[src/rtl/count_sched.sv]
// count_sched: shares one CW-bit up-counter between NREQ requesters.
// A round-robin arbiter grants the counter. The owner's counter runs 0..limit.
// When it finishes, done pulses to the owner and the counter is released.
module count_sched #(
  parameter int unsigned NREQ = 4,
  parameter int unsigned CW   = 4
) (
  input  logic                 clk,
  input  logic                 reset_n,
  input  logic [NREQ-1:0]      req,
  input  logic [NREQ*CW-1:0]   limit_in,
  output logic [NREQ-1:0]      gnt,
  output logic [NREQ-1:0]      done,
  output logic [CW-1:0]        count,
  output logic                 busy
);

  localparam int unsigned IW = (NREQ > 1) ? $clog2(NREQ) : 1;

  typedef enum logic [1:0] {
    S_IDLE = 2'd0,
    S_RUN  = 2'd1,
    S_DONE = 2'd2
  } state_t;

  state_t          state;
  logic [IW-1:0]   idx;
  logic [CW-1:0]   lim;
  logic [IW-1:0]   rr_ptr;

  logic            win_vld;
  logic [IW-1:0]   win_idx;
  logic [CW-1:0]   win_lim;
  logic [IW-1:0]   nxt_ptr;

  // Round-robin pick: first set req at or above rr_ptr, wrapping modulo NREQ
  always_comb begin
    int unsigned j;
    j       = 0;
    win_vld = 1'b0;
    win_idx = '0;
    for (int unsigned k = 0; k < NREQ; k++) begin
      j = (32'(rr_ptr) + k) % NREQ;
      if (!win_vld && req[j]) begin
        win_vld = 1'b1;
        win_idx = IW'(j);
      end
    end
  end

  // Winner's terminal count, and the pointer position just past the current owner
  always_comb begin
    win_lim = limit_in[32'(win_idx)*CW +: CW];
    nxt_ptr = (idx == IW'(NREQ-1)) ? '0 : idx + IW'(1);
  end

  // Arbitration/counting FSM with registered outputs
  always_ff @(posedge clk or negedge reset_n) begin
    if (!reset_n) begin
      state  <= S_IDLE;
      idx    <= '0;
      lim    <= '0;
      rr_ptr <= '0;
      gnt    <= '0;
      done   <= '0;
      count  <= '0;
      busy   <= 1'b0;
    end else begin
      case (state)
        S_IDLE: begin
          if (win_vld) begin
            idx   <= win_idx;
            lim   <= win_lim;
            gnt   <= NREQ'(1) << win_idx;
            count <= '0;
            busy  <= 1'b1;
            state <= S_RUN;
          end
        end
        S_RUN: begin
          if (!req[idx]) begin
            // Owner abandoned: release without a done pulse
            gnt    <= '0;
            count  <= '0;
            busy   <= 1'b0;
            rr_ptr <= nxt_ptr;
            state  <= S_IDLE;
          end else if (count == lim) begin
            gnt   <= '0;
            done  <= NREQ'(1) << idx;
            count <= '0;
            state <= S_DONE;
          end else begin
            count <= count + CW'(1);
          end
        end
        S_DONE: begin
          done   <= '0;
          busy   <= 1'b0;
          rr_ptr <= nxt_ptr;
          state  <= S_IDLE;
        end
        default: begin
          gnt   <= '0;
          done  <= '0;
          count <= '0;
          busy  <= 1'b0;
          state <= S_IDLE;
        end
      endcase
    end
  end

endmodule

[config.mk]
export PLATFORM = sky130hd
export DESIGN_NAME = count_sched
export DESIGN_NICKNAME = d
export VERILOG_FILES = /design/src/rtl/count_sched.sv
export SDC_FILE = /design/constraint.sdc
export NUM_CORES = 1
export LEC_CHECK = 0
export BUFFER_PORTS_ARGS = -buffer_cell sky130_fd_sc_hd__clkbuf_2
export CORE_UTILIZATION = 53
export CTS_BUF_LIST = sky130_fd_sc_hd__clkbuf_4 sky130_fd_sc_hd__clkbuf_8
export DETAILED_ROUTE_END_ITERATION = 10
export PLACE_DENSITY = 0.77
export SYNTH_ARGS = -nofsm -noshare
export SYNTH_HDL_FRONTEND = slang
export SYNTH_SLANG_ARGS = --single-unit
[constraint.sdc]
create_clock -name clk -period 2.1 [get_ports clk]
set_clock_uncertainty 0.05 [all_clocks]
set_input_delay 0.42 -clock clk [delete_from_list [all_inputs] [get_ports clk]]
set_output_delay 0.42 -clock clk [all_outputs]
set_load 0.01 [all_outputs]
Yosys cells after proc, flatten, opt, wreduce, memory -nomap -nowiden --
Cells that the tools add are included.
Storage, ports and cells: bits in registers 23, bits of input ports 22, output and inout port bits 13, word-level logic and storage cells 86
Operators by class: $add $sub $neg 5, order comparisons 5, equal/unequal tests 9, shift operators 3, multiplexer cells 39, bitwise gates (word level) 2, reduce and logical (&&, ||, !) cells 15
Operators by type and width (number):
- $mux W4 | 8
- $pmux W4 S3 | 2
- $mux W2 | 9
- $shiftx A16 B5 Y4 | 1
- $lt A2 B3 Y1 const B | 5
- $mux W1 | 11
- $bmux W1 S2 | 5
- $reduce_and A2 Y1 | 5
- $ne A2 B2 Y1 const B | 4
- $pmux W2 S2 | 2
- $pmux W4 S2 | 1
- $shl A1 B2 Y4 const A | 2
- $reduce_and A3 Y1 | 2
- $add A2 B1 Y2 const B | 2
- $add A2 B2 Y2 const B | 2
- $add A4 B1 Y4 const B | 1
- $eq A2 B2 Y1 const B | 2
- $eq A4 B4 Y1 | 1
- $logic_and A1 B1 Y1 | 3
- $logic_not A1 Y1 | 3
- $ne A3 B3 Y1 const B | 1
- $eq A2 B1 Y1 const B | 1
- $logic_not A2 Y1 | 1
- $not A1 Y1 | 2
- 2 further kinds | 2

Longest topological paths before layout --
Gate-level depths: netlist of run 1.
depth in word-level cells 15, gate-level depth with buffers 6, depth with buffers taken out 5

Worst setup path after synthesis of run 1 --
OpenSTA, ideal clock, no wires.
path type register to register, start point register idx[0], end point register rr_ptr[1], setup time 0.125 ns, arrival time 1.616 ns, data required time 1.925 ns, setup slack 0.309 ns, cell stages (with the launch flop) 5, buffers on the path 0, period minus slack after synthesis 1.791 ns, path through dfrtp_1 > mux4_2 > o21a_1 > nor2_1 > mux2_2
On the way: word-level cells in the longest chain between the ends 4, elaborated cells between the ends (all ways) 9, classes of those cells 1 x add/sub; 2 x eq/ne; 5 x mux; 1 x reduce/logical
RTL lines:
- from (decl) | RTL line 27 | logic [IW-1:0] idx;
- from (signal assigned) | RTL line 72 | idx <= win_idx;
- $add A2 B1 Y2, or another cell as far along | RTL line 54 | nxt_ptr = (idx == IW'(NREQ-1)) ? '0 : idx + IW'(1);
- $mux W2 / $mux W1 (equally long branches) | RTL line 54, 81
- $mux W2 / $ne A2 B2 Y1 (equally long branches)
- $pmux W2 S2 / $reduce_and A2 Y1 (equally long branches)
- to (signal assigned) | RTL line 86 | rr_ptr <= nxt_ptr;
- to (signal assigned) | RTL line 100 | rr_ptr <= nxt_ptr;
- to (decl) | RTL line 29 | logic [IW-1:0] rr_ptr;
Several ways; a longest one is shown, not always the timed one. The select of a mux whose other input is x is not followed. A chain may end at the register's enable or synchronous reset.

Worst setup path in the final report of run 1 --
Ends and elaborated chain as after synthesis.

==> results.ini, run 1 <==
[outcome]
status = finished, final reports clean

[floorplan]
fp.dieW_um = 49.9
die_h_um = 49.9
ios = 35
die_area_um2 = 2490
rows = 16
initial_utilization_pct = 59.0
core-area_um2 = 2060

[critical_path]
rr_startpoint = idx[0]$_DFFE_PN0P_
reg2regPathDepth = 4
max_stage_delay_ps = 580
rr_endpoint = rr_ptr[1]$_DFFE_PN0P_
reg2reg_slack_ps = 160
slowest_stage = mux4_2
worstPathMaxFanout = 6
crit_start = idx[0]$_DFFE_PN0P_
cp.arrival_ps = 2090
worstPathRequired_ps = 2250
end_kind = flip-flop
critPathLaunchType = flip-flop
critPathCapture = rr_ptr[1]$_DFFE_PN0P_
crit_type = flip-flop to flip-flop
path_cells = mux4_2 -> o21a_1 -> nor2_1 -> mux2_2

[layout]
final_common_cell = clkbuf_2
areaGrowthSynthToFinish_pct = 20.2
diodes = 0
final_cell_mix = 34 x clkbuf_2, 23 x dfrtp_1, 14 x nand2_1
drive_gt1_share_pct = 29.0
nets = 183
fill_cells = 161

[power_and_ir_drop]
p_int_mw = 1.09
combPwrFrac_pct = 46.1
switching_share_pct = 41.9
p_clk_share_pct = 11.4
ir_drop_mv = 0.719
p_switching_mw = 0.788
seqPwrFrac_pct = 42.5
p_per_area_nw_per_um2 = 1280
cellLeakagePower_nw = 0.763

[timing]
worst_pin_slew_ps = 595
setup_violations = 0
relSlewSlack_pct = 60.3
tns_ps = 0
rsz0062_at_grt = no
period_share_pct = 92.3
final.min_clock_period_ps = 1940
hold_violations = 0
maxClockFrequency_mhz = 516
layout_setup_ws_ps = 162
slew_viol_final = 0

[yosys]
synth_fa_ha_area_share_pct = 5.14
synth_edf_count = 0
yosysSeqAreaShare_pct = 47.3
muxShareOfSynthArea_pct = 10.2
postSynthNetCount = 143
synth_ff_type = dfrtp_1
synthesis.area_um2 = 1220
synth_top_family_by_area = compound AO/OA/AOI/OAI gates
synth_compound_area_share_pct = 18.9
synth_xor_area_share_pct = 2.88
ys_ff_latch = 23
yosysWarningCount = 0
synth_cell_type_count = 30
synth-simple-area-share_pct = 12.3
async_flop_share_pct = 100
avgSynthCellArea_um2 = 10.5
synthCells = 116

[grt]
grt_pass1_wl_um = 4510
antenna_found_initial = 0
grtUsageTotal_pct = 24.1
grt_pass1_vias = 1025
grt_max_degree = 24
gr-total-overflow = 0

[detailed_routing]
wirelength_um = 2610
via_per_inst = 5.70
ant_nets = 0
drt-pass1-iter-count = 7
drt_iter0_drc = 18
vias = 1038
wl_per_cell_um = 14.3
drc = 0

[placed_design]
hpwl_um = 2020
place_worst_setup_slack_ps = 129
io_buffers = 34
gp_routability_congestion = 0.773

[cts]
cts_tree = yes
clk_pin_slew_ps = 120
cts_root_buf = clkbuf_4
cts_resized = 0
hold_buffers = 0
cts_max_path_buffers = 2
cts_made_buffers = 3
post_cts_buffers = 0
numClockSinks = 23
clkLatencyLatePin_ps = 300
cts_htree_levels = 1

[hold_path]
hold_path_class = primary input to asynchronous set/reset pin

[job]
cap_violations = 0

stage by stage:
step	hold WS [ps]	utilization, %	cell area, µm²	power (mW)	instances
final	27.8	71.0	1460	1.88	182
after global routing	50.4	71.0	1460	2.03	182
after CTS	47.8	71.0	1460	1.89	182
after detailed placement	389	69.5	1430	1.67	178
after global placement	385	69.5	1430	1.62	178
after floorplan	74.4	-	1220	1.38	116
worst min-delay path by stage:
stage                                      end  slack, ps  startpoint
after floorplan               busy$_DFFE_PN0P_         70     reset_n
after global placement    count[1]$_DFFE_PN0P_        380     reset_n
after detailed placement  count[2]$_DFFE_PN0P_        390     reset_n
after CTS                 count[2]$_DFFE_PN0P_         50     reset_n
after global routing      count[0]$_DFFE_PN0P_         50     reset_n
final                     count[0]$_DFFE_PN0P_         30     reset_n
cell type report:
| type | instances | area, µm² | share of cell area, % |
|---|---|---|---|
| sequential | 23 | 576 | 39.3 |
| inverter | 8 | 30.0 | 2.05 |
| tap | 27 | 33.8 | 2.31 |
| clock buffer | 4 | 30.0 | 2.05 |
| multi-input combinational | 83 | 602 | 41.1 |
| timing repair buffer | 37 | 193 | 13.2 |
per-layer routing:
metal	track usage [%]	wire [µm]	vias to the layer above
li1	-	-	501
met1	30.4	1160	503
met2	41.4	1310	29
met3	4.32	107	5
met4	7.62	31	0
met5	0	0	-
registers in the layout, indices dropped and copies added, names as in the netlist:
name / flops
state: 2
gnt: 4
busy: 1
idx: 2
done: 4
count: 4
lim: 4
rr_ptr: 2
power groups by stage:
stage	sequential [mW]	combinational [mW]	clock, mW
floorplan	0.800	0.580	0
global placement	0.792	0.833	0
detailed placement	0.805	0.868	0
CTS	0.798	0.872	0.217
global route	0.824	0.973	0.235
finish	0.799	0.867	0.214
logic make-up (layout without fill, tap and decap cells):
group / after synthesis / after routing
xor+xnor: 4 / 4
flops: 23 / 23
mux: 11 / 11
compound gates: 33 / 33
fa+ha+maj: 5 / 5
simple gates: 30 / 30
buf+inv: 10 / 49
cell usage after synthesis (all sizes together), types with 2 or more instances:
| cell | n | share of area, % |
|---|---|---|
| buf | 2 | 0.82 |
| inv | 8 | 2.5 |
| nor3b | 2 | 1.2 |
| a22o | 4 | 2.9 |
| dfrtp | 23 | 47 |
| o21ai | 7 | 2.9 |
| xor2 | 4 | 2.9 |
| a21oi | 7 | 2.9 |
| ha | 5 | 5.1 |
| nor2 | 6 | 1.8 |
| o2bb2ai | 4 | 2.9 |
| mux2i | 9 | 7.4 |
| nand2 | 14 | 4.3 |
| nand3 | 2 | 0.82 |
| o221ai | 4 | 2.9 |
critical path, delay by kind of cell, from the launching register on:
| family | cells | cell delay, ps |
|---|---|---|
| compound gates | 1 | 190 |
| simple gates | 1 | 160 |
| flops | 1 | 480 |
| mux | 2 | 950 |
Note: power is estimated with default switching activity, not from simulation.
==> run 2, diff against run 1 <==
Settings changed: BUFFER_PORTS_ARGS -buffer_cell sky130_fd_sc_hd__clkbuf_2 to not set, CORE_UTILIZATION 53 to 64, DONT_BUFFER_PORTS set to 1, PLACE_DENSITY 0.77 to 0.76, RECOVER_POWER set to 100.
==> run 2 against run 1 <==
Via count fell by 11%. Power fell by 7.1%. Combinational power fell by 19%. Routed wire length fell by 11%.
==> results.ini, run 2 (same netlist as run 1, synthesis figures left out) <==
[grt]
grt_max_degree = 24  ; unchanged
antenna_found_initial = 0  ; unchanged
grt_pass1_vias = 902  ; -12%
grtUsageTotal_pct = 25.0  ; +0.90 points
grt_pass1_wl_um = 3710  ; -18%
gr-total-overflow = 0  ; unchanged

[timing]
slew_viol_final = 0  ; unchanged
tns_ps = 0  ; unchanged
rsz0062_at_grt = no
worst_pin_slew_ps = 1020  ; +427 ps
relSlewSlack_pct = 31.6  ; -29 points
maxClockFrequency_mhz = 515  ; -0.20%
setup_violations = 0  ; unchanged
period_share_pct = 92.5  ; +0.18 points
final.min_clock_period_ps = 1940  ; +3.84 ps
hold_violations = 0  ; unchanged

[floorplan]
ios = 35  ; unchanged
rows = 15  ; -1
core-area_um2 = 1750  ; -15%
initial_utilization_pct = 69.7  ; +11 points
fp.dieW_um = 45.6  ; -8.6%
die_h_um = 45.6  ; -8.6%
die_area_um2 = 2080  ; -17%

[placed_design]
hpwl_um = 1770  ; -12%
io_buffers = 0  ; -100%
gp_routability_congestion = 0.806  ; +4.3%

[detailed_routing]
via_per_inst = 6.25  ; +9.6%
met3_length_um = 82  ; -23%
vias = 919  ; -11%
drt_iter0_drc = 11  ; -7
wl_met1_um = 987  ; -15%
drt-pass1-iter-count = 4  ; -3
drc = 0  ; unchanged
wl_met2_um = 1210  ; -7.5%
top_layer = met4
wl_per_cell_um = 15.7  ; +9.7%
wirelength_um = 2310  ; -11%
ant_nets = 0  ; unchanged

[layout]
final_cell_mix = 23 x dfrtp_1, 14 x nand2_1, 9 x mux2i_1
fin_util_pct = 73.6  ; +2.6 points
drive_gt1_share_pct = 6.56  ; -22 points
nets = 150  ; -18%
final_common_cell = dfrtp_1
fill_cells = 138  ; -14%
diodes = 0  ; unchanged
areaGrowthSynthToFinish_pct = 5.55

[cts]
cts_root_buf = clkbuf_4
clkLatencyLatePin_ps = 320  ; +20 ps
cts_max_path_buffers = 2  ; unchanged
post_cts_buffers = 0  ; unchanged
cts_made_buffers = 3  ; unchanged
cts_htree_levels = 1  ; unchanged
cts_tree = yes
clk_pin_slew_ps = 130  ; about the same
numClockSinks = 23  ; unchanged

[outcome]
status = finished, final reports clean

[power_and_ir_drop]
ir_drop_mv = 0.793  ; +10%
p_clk_share_pct = 11.7  ; +0.3 points
switching_share_pct = 42.5  ; +0.58 points
p_int_mw = 1.00  ; -8.0%
p_per_area_nw_per_um2 = 1360  ; +5.8%
p_switching_mw = 0.742  ; -5.8%
combPwrFrac_pct = 40.4  ; -5.7 points
seqPwrFrac_pct = 47.8  ; +5.3 points
cellLeakagePower_nw = 0.612  ; -20%

[hold_path]
holdCritStartpoint = limit_in[4]
hold_path_end = lim[0]$_DFFE_PN0P_
hold_path_class = primary input to flip-flop
min_delay_path_depth = 2

[critical_path]
crit_type = flip-flop to flip-flop
end_kind = flip-flop
rr_startpoint = idx[0]$_DFFE_PN0P_
reg2regPathDepth = 4  ; unchanged
reg2reg_slack_ps = 160  ; about the same
worstPathMaxFanout = 6  ; unchanged
cp.arrival_ps = 2110  ; +20 ps
rr_endpoint = rr_ptr[1]$_DFFE_PN0P_
critPathLaunchType = flip-flop
worstPathRequired_ps = 2270  ; +20 ps

[job]
cap_violations = 0  ; unchanged

run 2: metal layers:
layer | global-route usage, % | vias to the layer above
li1 | - | 435
met1 | 31.6 | 450
met2 | 43.7 | 30
met3 | 2.78 | 4
met4 | 9.09 | 0
met5 | 0 | -
run 2: per-stage QoR:
stage	area, µm²	instances	power, mW	setup WS, ps	hold WS, ps
floorplan	1220	116	1.38	309	74.4
CTS	1300	147	1.77	161	283
detailed placement	1260	142	1.56	184	74.9
global placement	1260	142	1.53	190	74.8
global route	1280	147	1.89	40.8	299
finish	1280	147	1.75	158	284
run 2: final cells by class:
cell class / count / area (µm²) / share of cell area, %
clock inverters: 1 / 5.00 / 0.389
inverters: 8 / 30.0 / 2.34
repair buffers: 4 / 25.0 / 1.95
clock buffers: 3 / 22.5 / 1.75
well taps: 25 / 31.3 / 2.43
flip-flops and latches: 23 / 576 / 44.8
multi-input cells: 83 / 596 / 46.3
run 2: how the worst max path moves through the flow:
stage	start	slack, ps	cells after the start	to
final	idx[0]$_DFFE_PN0P_	160	4	rr_ptr[1]$_DFFE_PN0P_
after global routing	idx[0]$_DFFE_PN0P_	40	4	rr_ptr[1]$_DFFE_PN0P_
after CTS	idx[0]$_DFFE_PN0P_	160	4	rr_ptr[1]$_DFFE_PN0P_
after detailed placement	idx[0]$_DFFE_PN0P_	180	4	rr_ptr[1]$_DFFE_PN0P_
after global placement	idx[0]$_DFFE_PN0P_	190	4	rr_ptr[1]$_DFFE_PN0P_
after floorplan	idx[0]$_DFFE_PN0P_	310	4	rr_ptr[1]$_DFFE_PN0P_
run 2: timing repair:
action | in CTS | in global routing
hold endpoints to repair | 23 | 0
gates resized for setup | 0 | 0
hold buffers | 1 | 0
run 2: power groups by stage:
stage                     logic, mW  clock network, mW  registers (mW)
after global routing          0.806              0.221           0.864
after global placement        0.681                  0           0.844
after detailed placement      0.709                  0           0.847
after CTS                     0.723              0.209           0.837
after floorplan               0.580                  0           0.800
final                         0.706              0.204           0.835
run 2: critical path, stage by stage, from the launching register on:
cell,delay [ps]
dfrtp_1,490
mux4_2,590
o21a_1,190
nor2_1,160
mux2_2,360
==> run 3, diff against run 2 <==
Settings changed: CORE_MARGIN set to 2, RECOVER_POWER 100 to not set.
==> run 3 against run 2 <==
Core utilization grew 0.14 points. First-iteration DRC count is the same. Largest power group unchanged. Routed wire length shrank 4.7%. Fmax grew 0.80%. Critical path type unchanged. Non-clock buffer count is the same. Flip-flop and latch count is the same.
==> results.ini, run 3 (same netlist as run 1, synthesis figures left out) <==
[outcome]
status = finished, final reports clean

[cts]
cts_root_buf = clkbuf_4
cts_htree_levels = 1  ; unchanged
hold_buffers = 1  ; unchanged
clkLatencyLatePin_ps = 300  ; -20 ps
numClockSinks = 23  ; unchanged
cts_resized = 0  ; unchanged
cts_made_buffers = 3  ; unchanged
clk_pin_slew_ps = 120  ; about the same
cts_tree = yes
post_cts_buffers = 0  ; unchanged
cts_max_path_buffers = 2  ; unchanged

[floorplan]
core-area_um2 = 1760  ; +1.1%
die_area_um2 = 2270  ; +9.0%
rows = 15  ; unchanged
fp.dieW_um = 47.6  ; +4.4%
initial_utilization_pct = 69.0  ; -0.74 points
die_h_um = 47.6  ; +4.4%
ios = 35  ; unchanged

[critical_path]
reg2reg_slack_ps = 170  ; +20 ps
worstPathMaxFanout = 6  ; unchanged
crit_type = flip-flop to flip-flop
cp.arrival_ps = 2080  ; -30 ps
reg2regPathDepth = 4  ; unchanged
rr_startpoint = idx[0]$_DFFE_PN0P_
worstPathRequired_ps = 2250  ; -20 ps
critPathLaunchType = flip-flop
rr_endpoint = rr_ptr[1]$_DFFE_PN0P_
end_kind = flip-flop

[placed_design]
io_buffers = 0  ; unchanged
hpwl_um = 1760  ; -0.96%
dp_cells = 142  ; unchanged
gp_routability_congestion = 0.801  ; -0.66%

[layout]
areaGrowthSynthToFinish_pct = 6.89
final_common_cell = dfrtp_1
drive_gt1_share_pct = 9.02  ; +2.5 points
final_cell_mix = 23 x dfrtp_1, 14 x nand2_1, 9 x mux2i_1
layoutNonFillerInstCount = 147  ; unchanged
nets = 150  ; unchanged
diodes = 0  ; unchanged

[grt]
grt_max_degree = 24  ; unchanged
gr-total-overflow = 0  ; unchanged
grt_pass1_vias = 845  ; -6.3%
grtUsageTotal_pct = 22.6  ; -2.4 points
antenna_found_initial = 0  ; unchanged
grt_pass1_wl_um = 3570  ; -3.7%

[timing]
worst_pin_slew_ps = 964  ; -58.8 ps
tns_ps = 0  ; unchanged
period_share_pct = 91.7  ; -0.73 points
relSlewSlack_pct = 35.5  ; +3.9 points
rsz0062_at_grt = no
setup_violations = 0  ; unchanged
slew_viol_final = 0  ; unchanged
hold_violations = 0  ; unchanged
final.min_clock_period_ps = 1930  ; -15.4 ps
maxClockFrequency_mhz = 519  ; +0.80%

[detailed_routing]
wirelength_um = 2200  ; -4.7%
ant_nets = 0  ; unchanged
drc = 0  ; unchanged
drt-pass1-iter-count = 4  ; unchanged
vias = 889  ; -3.3%
wl_per_cell_um = 15.0  ; -4.7%
via_per_inst = 6.05  ; -3.3%
drt_iter0_drc = 11  ; unchanged

[hold_path]
min_delay_path_depth = 2  ; unchanged
hold_path_end = lim[1]$_DFFE_PN0P_
hold_path_class = primary input to flip-flop
holdCritStartpoint = limit_in[5]

[job]
cap_violations = 0  ; unchanged

[power_and_ir_drop]
ir_drop_mv = 0.737  ; -7.1%
p_per_area_nw_per_um2 = 1350  ; -0.53%
cellLeakagePower_nw = 0.621  ; +1.5%

-- run 3: cell count changes in the layout (fill, tap and decap cells not counted), sizes merged --
cell	change
buf	+2
clkbuf	-1
clkinv	-1
-- run 3: area by class of cell --
class                           count  area (µm²)
Clock buffer                        4        30.0
Fill cell                         131         463
Inverter                            8        30.0
Multi-Input combinational cell     83         602
Sequential cell                    23         576
Tap cell                           25        31.3
Timing Repair Buffer                4        32.5
-- run 3: metal layers --
metal	up-vias	global-route usage [%]	wire, µm
met5	-	0	0
met4	0	6.49	22
met3	4	4.15	98
met2	27	40.5	1160
met1	423	27.7	917
li1	435	-	-
-- run 3: how the worst max path moves through the flow --
stage,startpoint,endpoint,slack (ps),depth (start not counted)
floorplan,idx[0]$_DFFE_PN0P_,rr_ptr[1]$_DFFE_PN0P_,310,4
global placement,idx[0]$_DFFE_PN0P_,rr_ptr[1]$_DFFE_PN0P_,190,4
detailed placement,idx[0]$_DFFE_PN0P_,rr_ptr[1]$_DFFE_PN0P_,190,4
CTS,idx[0]$_DFFE_PN0P_,rr_ptr[1]$_DFFE_PN0P_,170,4
global route,idx[0]$_DFFE_PN0P_,rr_ptr[1]$_DFFE_PN0P_,50,4
finish,idx[0]$_DFFE_PN0P_,rr_ptr[1]$_DFFE_PN0P_,170,4
-- run 3: through the flow --
step / utilization, % / area, µm² / hold slack, ps / setup WS [ps] / power, mW
global placement: 71.5 / 1260 / 74.9 / 190 / 1.53
detailed placement: 71.5 / 1260 / 74.9 / 189 / 1.56
floorplan: - / 1220 / 74.4 / 309 / 1.38
finish: 73.8 / 1300 / 297 / 174 / 1.76
global route: 73.8 / 1300 / 310 / 53.4 / 1.92
CTS: 73.8 / 1300 / 295 / 170 / 1.78
-- run 3: worst max-delay path: stages (launching register included) --
cell	delay, ps
dfrtp_1	470
mux4_2	590
o21a_1	190
nor2_1	160
mux2_2	360
-- run 3: power by group --
group	switching, mW	leakage (nW)	internal [mW]
Clock	0.124	0.0184	0.0870
Sequential	0.214	0.296	0.618
Combinational	0.390	0.306	0.325
